--- src/rtl/pio_pkg.sv ---
// Shared constants, FSM state type and next-address helper for the PIO
// instruction fetch sequencer.
package pio_pkg;

  localparam int ADDR_W  = 5;
  localparam int INSTR_W = 16;
  localparam int DLY_LSB = 8;
  localparam int DLY_W   = 5;

  typedef enum logic [1:0] {
    IDLE  = 2'd0,
    RUN   = 2'd1,
    DELAY = 2'd2
  } state_t;

  // Program counter advance: wrap back to the bottom after the top address.
  function automatic logic [ADDR_W-1:0] next_addr(
    input logic [ADDR_W-1:0] a,
    input logic [ADDR_W-1:0] wrap_top,
    input logic [ADDR_W-1:0] wrap_bottom
  );
    return (a == wrap_top) ? wrap_bottom : a + 1'b1;
  endfunction

endpackage

--- src/rtl/pio_instr_fetch.sv ---
// Read-side sequencer for the PIO instruction register file: owns the program
// counter and issues one registered instruction per cycle to the execute unit.
module pio_instr_fetch
  import pio_pkg::*;
(
  input  logic               clk,
  input  logic               rst,
  input  logic               en,
  input  logic               restart,
  input  logic [ADDR_W-1:0]  wrap_bottom,
  input  logic [ADDR_W-1:0]  wrap_top,
  output logic [ADDR_W-1:0]  read_addr,
  input  logic [INSTR_W-1:0] read_data,
  output logic [INSTR_W-1:0] instr,
  output logic               instr_valid,
  output logic [ADDR_W-1:0]  instr_pc,
  input  logic               stall,
  input  logic               jump_en,
  input  logic [ADDR_W-1:0]  jump_addr
);

  state_t            state;
  logic [ADDR_W-1:0] pc;
  logic [DLY_W-1:0]  dly_cnt;
  logic [DLY_W-1:0]  dly;
  logic              complete;
  logic [ADDR_W-1:0] fetch_addr;
  logic [ADDR_W-1:0] fetch_next;

  assign complete   = (state == RUN) && !stall;
  assign fetch_addr = (complete && jump_en) ? jump_addr : pc;
  assign fetch_next = next_addr(fetch_addr, wrap_top, wrap_bottom);
  assign read_addr  = fetch_addr;
  assign dly        = instr[DLY_LSB +: DLY_W];

  // Restart outranks enable, which outranks all stall/jump/delay handling.
  // NOTE: every register below is written with <= so all of them sample the
  // same pre-edge values of fetch_addr/dly; blocking writes would reorder that.
  always_ff @(posedge clk or posedge rst) begin
    if (rst) begin
      state       <= IDLE;
      pc          <= '0;
      dly_cnt     <= '0;
      instr       <= '0;
      instr_valid <= 1'b0;
      instr_pc    <= '0;
    end else if (restart) begin
      state       <= IDLE;
      pc          <= wrap_bottom;
      dly_cnt     <= '0;
      instr_valid <= 1'b0;
    end else if (!en) begin
      state       <= IDLE;
      dly_cnt     <= '0;
      instr_valid <= 1'b0;
    end else begin
      case (state)
        IDLE: begin
          state       <= RUN;
          instr       <= read_data;
          instr_pc    <= fetch_addr;
          pc          <= fetch_next;
          instr_valid <= 1'b1;
        end
        RUN: begin
          if (!stall) begin
            if (dly == '0) begin
              instr       <= read_data;
              instr_pc    <= fetch_addr;
              pc          <= fetch_next;
              instr_valid <= 1'b1;
            end else begin
              // Park the pending target in pc; it is fetched when the delay ends.
              state       <= DELAY;
              pc          <= fetch_addr;
              dly_cnt     <= dly;
              instr_valid <= 1'b0;
            end
          end
        end
        DELAY: begin
          dly_cnt <= dly_cnt - 1'b1;
          if (dly_cnt <= DLY_W'(1)) begin
            state       <= RUN;
            dly_cnt     <= '0;
            instr       <= read_data;
            instr_pc    <= fetch_addr;
            pc          <= fetch_next;
            instr_valid <= 1'b1;
          end
        end
        default: begin
          state       <= IDLE;
          dly_cnt     <= '0;
          instr_valid <= 1'b0;
        end
      endcase
    end
  end

endmodule

--- config.mk ---
export PLATFORM = sky130hd
export DESIGN_NAME = pio_instr_fetch
export DESIGN_NICKNAME = d
export VERILOG_FILES = /design/src/rtl/pio_pkg.sv /design/src/rtl/pio_instr_fetch.sv
export SDC_FILE = /design/constraint.sdc
export NUM_CORES = 1
export LEC_CHECK = 0
export ABC_AREA = 1
export CORE_MARGIN = 4
export CORE_UTILIZATION = 35
export CTS_CLUSTER_DIAMETER = 50
export CTS_CLUSTER_SIZE = 8
export DETAILED_ROUTE_END_ITERATION = 12
export GPL_ROUTABILITY_DRIVEN = 0
export GPL_TIMING_DRIVEN = 0
export PLACE_DENSITY = 0.65
export SKIP_CTS_REPAIR_TIMING = 1
export SLEW_MARGIN = 20
export SYNTH_ARGS = -nofsm -noshare
export SYNTH_HDL_FRONTEND = slang
export SYNTH_SLANG_ARGS = --single-unit
--- constraint.sdc ---
create_clock -name clk -period 2 [get_ports clk]
set_clock_uncertainty 0.15 [all_clocks]
set_input_delay 0.4 -clock clk [delete_from_list [all_inputs] [get_ports clk]]
set_output_delay 0.4 -clock clk [all_outputs]
set_load 0.01 [all_outputs]
==> results_dict.tcl <==
set metrics [dict create \
    required_ps 1450 \
    maxSlewViolCount 0 \
    slew_headroom 0.5137 \
    vdd_drop_max_v 0.0006457 \
    dp_slack_ps -628.8 \
    postLayoutCellArea_sq_mm 0.003528 \
    gr-usage-all-layers 0.1481 \
    end_kind "primary output" \
    yosys.cell_types.count 29 \
    wirelength_um 6033 \
    clock_latency_ps 290 \
    yosys_warnings 0 \
    hold_violations 0 \
    hold_class "reg -> reg" \
    coreArea_sq_mm 0.005608 \
    synth_top_cell_by_area "dfrtp_1" \
    syn-cell-area_sq_mm 0.002054 \
    drive_gt1_frac 0.3369 \
    min_path_cells 2 \
    wl_per_cell_um 13.44 \
    cts_tree "yes" \
    startpoint "jump_en" \
    grt_max_degree 35 \
    synth_seq_cells 34 \
    timing.final.crit_share 1.113 \
    io_pins 64 \
    die_h_um 84.62 \
    antenna_cells 0 \
    period_minus_slack_ps 2225 \
    clkSinkCount 34 \
    clk_path_buf_depth 2 \
    p_leak_nw 1.690 \
    antenna_found_initial 0 \
    syn_inst 274 \
    cp_max_fo 4 \
    rsz0062_at_grt "yes" \
    ys_seq_area_frac 0.4141 \
    drtAntennaViolNets 0 \
    r2r_cells 17 \
    layout.cells.non_filler 449 \
    path_class "in -> out" \
    synth_nets 317 \
    outcome "finished, violations left" \
    violations "negative setup slack" \
    areaGrowthSynthToFinish_pct 71.74 \
    tightest_slew_ps 728.3 \
    r2r-start "state[1]" \
    first_iter_violations 110 \
    nets 419 \
    start_util 0.3664 \
    grt_pass1_wl_um 8638 \
    n_fill_cell 487 \
    placed_cells 408 \
    first_pass_iters 4 \
    vias 2161 \
    power_density_mw_per_mm2 693.2 \
    crit_path_start_kind "input port" \
    fp.dieW_um 84.62 \
    synth_area_leaders "dfrtp_1 41%, nand2_1 13%, inv_1 8.6%" \
    critical_path_arrival_ps 1680 \
    clk_pin_slew_worst_paths_ps 80 \
    grt_pass1_vias 1906 \
    row_count 27 \
    viasPerCell 4.813 \
    holdCritStartpoint "pc[2]" \
    yosysTopAreaCellShare 0.4141 \
    placed_area_sq_mm 0.002779 \
    grt_overflow_total 0 \
    port_buffers 62 \
    cts-root-buf "clkbuf_8" \
    dieArea_sq_mm 0.007160 \
    cts_buffers 5 \
    cts_max_level 2 \
    cap_violations 0 \
    setup_viol 31 \
    drc 0 \
    synth_area_per_cell_sq_um 7.498 \
    hpwl_um 4055 \
    max_freq_mhz 449.4 \
    setup_slack_ps -225.4 \
]
-- cell type report --
class                           instances  area (sq um)  share of cell area
Buffer                                  6         81.33             0.02305
Clock buffer                            7         86.33             0.02447
Clock inverter                          1         5.005            0.001418
Inverter                               49         188.9             0.05355
Multi-Input combinational cell        185          1270              0.3599
Sequential cell                        34         850.8              0.2411
Tap cell                               72         90.09             0.02553
Timing Repair Buffer                   95         955.9              0.2709
-- Yosys cell counts (all sizes together) --
master   n
a21oi   14
a22oi    4
buf      6
dfrtp   34
ha       6
inv     49
nand2   77
nand3   17
nand3b   4
nand4    6
nor2    21
nor3     1
nor4     1
o21a     1
o21ai   22
o22ai    7
o41ai    1
xnor2    1
xor2     2
-- power by group --
| group | switching, mW | internal (mW) | leakage, nW | total [mW] |
|---|---|---|---|---|
| Combinational | 0.499 | 0.541 | 1.22 | 1.04 |
| Sequential | 0.0797 | 0.800 | 0.423 | 0.880 |
| Clock | 0.249 | 0.278 | 0.0482 | 0.527 |
| Total | 0.827 | 1.62 | 1.69 | 2.45 |
-- layer usage --
layer  up-vias  routed length, um  GRT usage
li1       1080                  -          -
met1      1037               2564     0.1796
met2        37               3148     0.2548
met3         7                260    0.03925
met4         0                 59    0.04748
met5         -                  0          0
-- cells in the final DEF, fill, tap and decap left out, types with 7 or more instances in the layout --
cell type / count
nor2_1: 12
o22ai_1: 7
nand2_1: 47
buf_6: 13
buf_4: 23
o21ai_2: 13
a21oi_1: 9
dfrtp_1: 34
inv_1: 42
nand2_2: 17
clkdlybuf4s50_1: 56
nand3_1: 11
nand2_4: 12
-- critical path, cell delays in order --
cell and delay [ps]:
clkdlybuf4s50_1 620, nand2_4 80, nor2_4 170, buf_6 150, nand2_4 50, o21ai_4 70, buf_6 120
-- cell families (layout without fill, tap and decap cells) --
kind of cell	count (synthesis)	after routing	share of synthesized area
fa+ha+maj	6	6	0.03654
buf+inv	55	158	0.1090
xor+xnor	3	3	0.01279
simple gates	127	127	0.2905
flops	34	34	0.4141
compound gates	49	49	0.1370
-- registers in the layout (all words and copies together) (netlist names) --
name         cells
dly_cnt          5
instr           16
instr_pc         5
instr_valid      1
pc               5
state            2
-- worst paths after layout --
check	to	slack [ps]
min	pc[2]	360
max	read_addr[4]	-230
min in group asynchronous	instr[11]	400
max reg2reg	pc[1]	-190
max in group asynchronous	instr_pc[0]	830
min reg2reg	pc[2]	360
-- through the flow --
| stage | hold slack, ps | util | setup TNS [ps] | total power [mW] |
|---|---|---|---|---|
| after global placement | 347.0 | 0.4955 | -17770 | 1.661 |
| final | 363.6 | 0.6292 | -3718 | 2.446 |
| after CTS | 364.8 | 0.5118 | -7431 | 2.199 |
| after detailed placement | 346.2 | 0.4955 | -12260 | 1.669 |
| after global routing | 387.8 | 0.6292 | -6648 | 2.600 |
| after floorplan | 319.2 | - | 0 | 1.274 |
Power figures use the tool's default switching activity.
